[src/rtl/fp_pkg.sv]
// rtl/fp_pkg.sv - shared floating-point constants, types and packing helper
//
// Purpose: common definitions for the single-precision conversion datapaths.
//   FP_BIAS / FP_EXP_W / FP_FRAC_W : IEEE-754 single-precision field geometry
//   i2f_state_t                    : integer-to-float sequencer states
//   I2F_EXP_INIT                   : exponent of a 32-bit magnitude whose MSB is bit 31
//   fp_pack()                      : assemble {sign, exponent, fraction}
package fp_pkg;

  localparam int FP_BIAS   = 127;
  localparam int FP_EXP_W  = 8;
  localparam int FP_FRAC_W = 23;

  // A magnitude with its leading one at bit 31 represents 1.x * 2^31.
  localparam logic [8:0] I2F_EXP_INIT = 9'(FP_BIAS + 31);

  typedef enum logic [1:0] {
    IDLE  = 2'd0,
    NORM  = 2'd1,
    ROUND = 2'd2,
    DONE  = 2'd3
  } i2f_state_t;

  function automatic logic [31:0] fp_pack(
    input logic                 sign_f,
    input logic [FP_EXP_W-1:0]  exp_f,
    input logic [FP_FRAC_W-1:0] frac_f
  );
    return {sign_f, exp_f, frac_f};
  endfunction

endpackage

[src/rtl/fp_round_rne.sv]
// rtl/fp_round_rne.sv - round-to-nearest-even of a normalised 32-bit magnitude
//
// Purpose: combinational rounding of a normalised magnitude (leading one at
// bit 31) down to a 23-bit fraction with round-to-nearest, ties-to-even.
// Ports:
//   mag_i     in  32  normalised magnitude, implicit one at bit 31
//   exp_i     in  9   biased exponent matching mag_i
//   exp_o     out 9   exponent after a possible rounding carry-out
//   frac_o    out 23  rounded fraction
//   inexact_o out 1   guard or sticky bit was set
module fp_round_rne
  import fp_pkg::*;
(
  input  logic [31:0]          mag_i,
  input  logic [8:0]           exp_i,
  output logic [8:0]           exp_o,
  output logic [FP_FRAC_W-1:0] frac_o,
  output logic                 inexact_o
);

  logic [FP_FRAC_W-1:0] frac_trunc;
  logic                 guard_bit;
  logic                 sticky_bit;
  logic                 round_up;
  logic [FP_FRAC_W:0]   frac_sum;
  logic                 unused_msb;

  assign frac_trunc = mag_i[30:8];
  assign guard_bit  = mag_i[7];
  assign sticky_bit = |mag_i[6:0];

  // Exact halfway cases round only when the kept LSB is odd.
  assign round_up   = guard_bit & (sticky_bit | frac_trunc[0]);
  assign frac_sum   = {1'b0, frac_trunc} + {{FP_FRAC_W{1'b0}}, round_up};

  // A carry out of the fraction means 1.111..1 rounded to 10.000..0: the
  // wrapped fraction is already zero, so only the exponent moves.
  assign frac_o     = frac_sum[FP_FRAC_W-1:0];
  assign exp_o      = exp_i + {8'd0, frac_sum[FP_FRAC_W]};
  assign inexact_o  = guard_bit | sticky_bit;

  // Bit 31 is the implicit leading one and is not stored.
  assign unused_msb = mag_i[31];

endmodule

[src/rtl/int_to_float_seq.sv]
// rtl/int_to_float_seq.sv - multi-cycle 32-bit integer to IEEE single converter
//
// Purpose: converts a signed or unsigned 32-bit integer to single precision.
// The magnitude is normalised by an iterative leading-zero shifter (coarse
// LZ_STEP shifts, then single-bit shifts), then rounded to nearest-even.
// One conversion is in flight at a time.
// Parameters:
//   LZ_STEP     coarse shift per normalise cycle (1, 2, 4, 8 or 16)
// Ports:
//   clock       in  1   system clock, rising edge
//   reset_n     in  1   asynchronous active-low reset
//   in_valid    in  1   operand present
//   in_ready    out 1   converter idle, operand accepted on in_valid
//   in_data     in  32  integer operand
//   in_unsigned in  1   1 = unsigned operand, 0 = two's complement
//   out_valid   out 1   result present
//   out_ready   in  1   consumer accepts the result
//   out_data    out 32  IEEE single result
//   out_inexact out 1   result was rounded
module int_to_float_seq
  import fp_pkg::*;
#(
  parameter int LZ_STEP = 4
) (
  input  logic        clock,
  input  logic        reset_n,
  input  logic        in_valid,
  output logic        in_ready,
  input  logic [31:0] in_data,
  input  logic        in_unsigned,
  output logic        out_valid,
  input  logic        out_ready,
  output logic [31:0] out_data,
  output logic        out_inexact
);

  localparam logic [8:0] STEP_EXP = 9'(LZ_STEP);

  i2f_state_t  state_q, state_d;
  logic        sign_q, sign_d;
  logic [31:0] mag_q, mag_d;
  logic [8:0]  exp_q, exp_d;
  logic [31:0] out_data_q, out_data_d;
  logic        out_inexact_q, out_inexact_d;

  logic [8:0]           rnd_exp;
  logic [FP_FRAC_W-1:0] rnd_frac;
  logic                 rnd_inexact;
  logic                 unused_exp_msb;

  fp_round_rne u_round (
    .mag_i     (mag_q),
    .exp_i     (exp_q),
    .exp_o     (rnd_exp),
    .frac_o    (rnd_frac),
    .inexact_o (rnd_inexact)
  );

  // The reachable exponent never exceeds 159, so bit 8 is always clear.
  assign unused_exp_msb = rnd_exp[8];

  always_ff @(posedge clock or negedge reset_n) begin
    if (!reset_n) begin
      state_q       <= IDLE;
      sign_q        <= 1'b0;
      mag_q         <= 32'd0;
      exp_q         <= 9'd0;
      out_data_q    <= 32'd0;
      out_inexact_q <= 1'b0;
    end else begin
      state_q       <= state_d;
      sign_q        <= sign_d;
      mag_q         <= mag_d;
      exp_q         <= exp_d;
      out_data_q    <= out_data_d;
      out_inexact_q <= out_inexact_d;
    end
  end

  always_comb begin
    state_d       = state_q;
    sign_d        = sign_q;
    mag_d         = mag_q;
    exp_d         = exp_q;
    out_data_d    = out_data_q;
    out_inexact_d = out_inexact_q;

    case (state_q)
      IDLE: begin
        if (in_valid) begin
          sign_d  = ~in_unsigned & in_data[31];
          // Negating 0x80000000 wraps back to 0x80000000, the correct
          // unsigned magnitude of the most negative operand.
          mag_d   = sign_d ? (~in_data + 32'd1) : in_data;
          exp_d   = I2F_EXP_INIT;
          state_d = NORM;
        end
      end

      NORM: begin
        if ((mag_q == 32'd0) || mag_q[31]) begin
          state_d = ROUND;
        end else if (mag_q[31 -: LZ_STEP] == '0) begin
          // Coarse step is taken only when it cannot shift the leading one out.
          mag_d = mag_q << LZ_STEP;
          exp_d = exp_q - STEP_EXP;
        end else begin
          mag_d = mag_q << 1;
          exp_d = exp_q - 9'd1;
        end
      end

      ROUND: begin
        if (mag_q == 32'd0) begin
          // Zero is always +0 and exact, whatever the operand sign was.
          out_data_d    = 32'd0;
          out_inexact_d = 1'b0;
        end else begin
          out_data_d    = fp_pack(sign_q, rnd_exp[7:0], rnd_frac);
          out_inexact_d = rnd_inexact;
        end
        state_d = DONE;
      end

      DONE: begin
        if (out_ready) begin
          state_d = IDLE;
        end
      end

      default: state_d = IDLE;
    endcase
  end

  assign in_ready    = (state_q == IDLE);
  assign out_valid   = (state_q == DONE);
  assign out_data    = out_data_q;
  assign out_inexact = out_inexact_q;

endmodule

[config.mk]
export PLATFORM = sky130hd
export DESIGN_NAME = int_to_float_seq
export DESIGN_NICKNAME = d
export VERILOG_FILES = /design/src/rtl/fp_pkg.sv /design/src/rtl/fp_round_rne.sv /design/src/rtl/int_to_float_seq.sv
export SDC_FILE = /design/constraint.sdc
export NUM_CORES = 1
export LEC_CHECK = 0
export BUFFER_PORTS_ARGS = -buffer_cell sky130_fd_sc_hd__buf_4
export CORE_ASPECT_RATIO = 0.7
export CORE_MARGIN = 8
export CORE_UTILIZATION = 35
export CTS_CLUSTER_SIZE = 40
export DETAILED_ROUTE_END_ITERATION = 16
export PLACE_DENSITY = 0.6
export SLEW_MARGIN = 20
export SYNTH_ARGS = -nofsm -noshare
export SYNTH_HDL_FRONTEND = slang
export SYNTH_SLANG_ARGS = --single-unit
[constraint.sdc]
create_clock -name clock -period 3.8 [get_ports clock]
set_clock_uncertainty 0.15 [all_clocks]
set_input_delay 0.19 -clock clock [delete_from_list [all_inputs] [get_ports clock]]
set_output_delay 0.19 -clock clock [all_outputs]
set_load 0.05 [all_outputs]
Yosys cells after proc, flatten, opt, wreduce, memory -nomap -nowiden
Index checks and enable logic that the tools add are counted. Widths: inputs -> output; s select.

Bits of input ports: 37. Output and inout bits: 35. Flip-flop bits (word level): 77. Word-level logic and storage cells: 48.

Reduce and logical (&&, ||, !) cells: 9. Muxes and demuxes: 15. Bitwise logic cells: 6. $add $sub $neg: 5. Eq/ne operators: 7.

Operators by type and width (count): $mux 32 (5); $pmux 32 s2 (1); $add 32x1->32 const B (1); $logic_not 32->1 (1); $not 32->32 (1); $mux 9 (3); $add 23x1->24 (1); $pmux 9 s2 (1); $sub 9x1->9 const B (1); $sub 9x3->9 const B (1); $add 8x1->8 (1); $pmux 2 s4 (1); $reduce_or 7->1 (1); $mux 2 (3); $ne 2x2->1 const B (3); $reduce_and 3->1 (2); $eq 2x2->1 const B (2); $logic_not 4->1 (1); $and 1x1->1 (2); $eq 2x1->1 const B (1); $logic_not 2->1 (1); $ne 2x1->1 const B (1); $or 1x1->1 (2); $reduce_and 2->1 (1); other kinds (4) (4).

Depth between registers and ports, before layout
Depth in word-level cells: 6. Gate-level depth with buffers: 12. Depth with buffers taken out: 10.

Cells and area by module
A second synthesis with hierarchy kept.

Cell total of the unflattened synthesis: 669. Area, all modules: 5241.3 um^2.

By module, submodules not included: int_to_float_seq (sequential area each 1926.8 um^2, times used 1, area each 4625.7 um^2, cells each 581); fp_round_rne (sequential area each 0.0 um^2, times used 1, area each 615.6 um^2, cells each 88).

Worst setup path after synthesis
No wires, ideal clock.

Kind: register to register. Start point: register mag_q[10]. End point: register out_data_q[30], in the netlist out_data[30]. Stages on the path, launching flop included: 12. Required time: 3.525 ns. Clock period less this slack: 2.846 ns. Buffers on the path: 1. Data arrival time: 2.571 ns. Setup time: 0.125 ns. Slack: 0.954 ns. Path through: dfrtp_1 clkbuf_1 nand4_1 nor4_1 nand3_1 nor3_1 ha_1 nand3_1 nor2_1 xnor2_1 nor2_1 mux2_2.

Cells in the longest elaborated chain, start to end: 3. Elaborated cells between the ends (all ways): 4. Those cells by class: add/sub: 2; mux: 1; reduce/logical: 1.

RTL lines: start, declared (RTL line int_to_float_seq.sv:41) `logic [31:0] mag_q, mag_d;`; start signal, assigned (RTL line int_to_float_seq.sv:73) `mag_q <= mag_d;`; $add 23x1->24 (RTL line fp_round_rne.sv:34) `assign frac_sum = {1'b0, frac_trunc} + {{FP_FRAC_W{1'b0}}, round_up};`; $add 8x1->8 (RTL line fp_round_rne.sv:39) `assign exp_o = exp_i + {8'd0, frac_sum[FP_FRAC_W]};`; $mux 32 * (RTL line int_to_float_seq.sv:114) `if (mag_q == 32'd0) begin`; end signal, assigned (RTL line int_to_float_seq.sv:75) `out_data_q <= out_data_d;`; end, declared (RTL line int_to_float_seq.sv:43) `logic [31:0] out_data_q, out_data_d;`.

Mark *: on every way between the ends. The rest lies on a longest branch, timed or not. A chain may end at the register's enable or synchronous reset.

Worst setup path in the final report
Start point: register mag_q[5]. End point: register mag_q[20].

Cells in the longest elaborated chain, start to end: 4.

RTL lines: $logic_not 32->1 (RTL line int_to_float_seq.sv:101) `if ((mag_q == 32'd0) || mag_q[31]) begin`; $logic_or 1x1->1 (RTL line int_to_float_seq.sv:101); $ne 2x2->1 (no source line); $reduce_and 3->1 (no source line).

Every way passes these cells.

==> impl_results.md <==
* Actual slew at the worst max-slew pin at between 0.8 and 0.9 ns
* Cell Area, Placed at 5680 um^2
* F_max at between 0.3 and 0.4 GHz
* CP required at 3.87 ns
* HP Class: in2reg
* Count of state elements after synthesis at 76
* Peak VDD IR at 0.000262 V
* Core region area at ~14000 um^2
* Initial Utilization at 0.359
* Num CTS Buffers at 9
* Cells after DPL at 848
* Post-synth ARST share at 1.00
* Routability congestion estimate at approximately 0.85
* Average size of a mapped cell at 8.03 um^2
* Layout cells sized above 1 at 0.172
* Cell Rows at 36
* Final WS setup at 0.832 ns
* Most frequent cells in the layout: nand2_1, buf_4, dfrtp_1
* Layout Cells excl Fill at around 870
* Initial DRT Pass Iterations at 5
* Commonest non-fill, non-tap cell in the layout: nand2_1
* Ys Warns at 0
* Synth Cell Area at 4990 um^2
* Total chip power at roughly 5.3 mW
* Via-to-Cell Ratio at about 5.3
* Port buffer count at between 70 and 80
* Vias in the first global route at between 4000 and 5000
* Finished Core Util at 0.435
* Full die area at roughly 18000 um^2
* Final nets at 720
* DRT antenna net count at 0
* Clk pin slew, worst setup/hold paths at 0.06 ns
* Pins Over Slew Limit at 0
* Relative slew slack at 0.409
* First-pass GRT wire length at about 24 mm
* Worst Setup Path Type: reg2reg
* Min-delay src: in_data[29]
* Total GRT Usage at 0.163
* H-tree depth at 3
* Drt drc at 0
* IO Count at just over 70
* Post-synthesis sequential area ratio at 0.381
* Static leakage at 2.54 nW
* Clock tree buffer depth at 2
* Die Span Y at about 120 um
* Setup TNS at 0 ns
* Finished Cell Area at roughly 6100 um^2
* CP Data Arrival Time at 3.03 ns
* Final Hold Vio Count at 0
* Initial antenna violation count at 0
* Via count at ~4600
* Min cycle time layout at just under 3 ns
* Crit path launch: mag_q[5]
* Unrepaired setup endpoints after global routing: no
* Die X at about 160 um
* Avg WL per Cell at ~17 um
* # diodes at 0
* EDFF count, synth at 0
* Worst hold margin at 0.0301 ns
* Gate Count Post-Synth at roughly 620
* Max-cap violations at 0
* CTS tree: built
* Reg2reg start: mag_q[5]
* Clock root buffer: clkbuf_16
* Top_reg_cell synth: dfrtp_1
* Post-Place Worst Slack at 0.857 ns
* PwrDens at between 800 and 900 nW/um^2
* Crit. End Element: flop
* Starting DRT DRC Count at 321
* Status: finished, final reports clean
* Worst skew pair latency at roughly 0.33 ns
* Layout area overhead at 21.3%
* Total wire length at 14.7 mm
* Mapped Nets at 671
* Period utilisation layout at 0.781
* CP startpoint kind: flop
* Pin count of the biggest net entering global routing at between 70 and 80
* Final setup fails at 0
* CTS sink cnt at 76
* Cell variety after synth at 50
* Grt total ovfl at 0
* Hpwl dp at approximately 11 mm
* CP Max Fanout at 29
[per-layer routing]
metal / global-route usage / routed length, um / vias to the layer above
li1: - / - / 2273
met1: 0.251 / 7980 / 2110
met2: 0.215 / 5420 / 178
met3: 0.0390 / 1140 / 7
met4: 0.0480 / 113 / 0
met5: 0 / 0 / -
[synthesized netlist by cell type, types with 3 or more instances]
| master | count | share of area |
|---|---|---|
| xor2_1 | 27 | 0.047 |
| dfrtp_1 | 76 | 0.38 |
| nand3_1 | 33 | 0.033 |
| or3_1 | 4 | 0.0050 |
| buf_2 | 4 | 0.0040 |
| mux2i_1 | 3 | 0.0060 |
| nand2_1 | 87 | 0.065 |
| xnor2_1 | 30 | 0.053 |
| o211ai_1 | 5 | 0.0075 |
| a21oi_1 | 46 | 0.046 |
| mux2_2 | 6 | 0.014 |
| buf_1 | 5 | 0.0038 |
| inv_1 | 26 | 0.020 |
| o22ai_1 | 13 | 0.016 |
| nor2_1 | 58 | 0.044 |
| a31oi_1 | 13 | 0.016 |
| o21ai_1 | 3 | 0.0030 |
| and3_1 | 8 | 0.010 |
| a41oi_1 | 4 | 0.0070 |
| nand4_1 | 9 | 0.011 |
| or4_1 | 7 | 0.011 |
| and2_1 | 3 | 0.0038 |
| o21ai_0 | 43 | 0.043 |
| nor3_1 | 13 | 0.013 |
| nor4_1 | 16 | 0.020 |
| clkbuf_1 | 34 | 0.026 |
| ha_1 | 12 | 0.030 |
| nand2b_1 | 5 | 0.0063 |
| or2_2 | 4 | 0.0050 |
[sequential cells by signal, summed over array words and instances (netlist names)]
signal / flops
exp_q: 8
mag_q: 32
out_data: 32
out_inexact: 1
sign_q: 1
state_q: 2
[final timing paths]
path / end / slack (ns) / cells past startpoint
min in group asynchronous: out_data[31] / 0.15 / 2
worst max register to register: mag_q[20] / 0.83 / 7
worst min-delay path: mag_q[29] / 0.03 / 3
worst max-delay path: mag_q[20] / 0.83 / 7
max in group asynchronous: mag_q[8] / 2.75 / 3
worst min register to register: sign_q / 0.35 / 2
[area by class of cell]
class                      count  area (um^2)
clock inverter                 5          100
multi-input combinational    476         2840
inverter                      26         97.6
timing repair buffer          82          651
clock buffer                  11          233
fill                        1412         7860
sequential                    76         1900
tap                          190          238
[critical path, stage by stage, from the launching register on]
cell and delay [ns]:
dfrtp_1 0.42, nor4_1 0.53, nand4_1 0.27, o211a_1 0.38, nor2_2 0.49, buf_12 0.25
a31oi_1 0.06, a32o_1 0.29
[power by group]
part	internal, mW	total, mW	switching, mW
clock network	0.640	0.970	0.331
logic	0.903	2.62	1.71
registers	1.19	1.69	0.496
[logic make-up (layout without fill, tap and decap cells)]
logic type                 after synthesis  in the layout  share of synthesized area
and+or+nand+nor                        257            257                      0.249
AOI/OAI and AO/OA                      141            141                      0.167
DFF                                     76             76                      0.381
buffers and inverters                   70            124                     0.0539
xor gates and xnor gates                57             57                      0.100
adders and majority gates               12             12                     0.0301
muxes                                    9              9                     0.0195
[timing repair]
| item | 4_1_cts | 5_1_grt |
|---|---|---|
| gates resized for setup | 0 | 0 |
| hold buffers | 1 | 0 |
| buffers inserted | 0 | 0 |
| hold endpoints to repair | 76 | 0 |
Note: power is estimated with default switching activity, not from simulation.
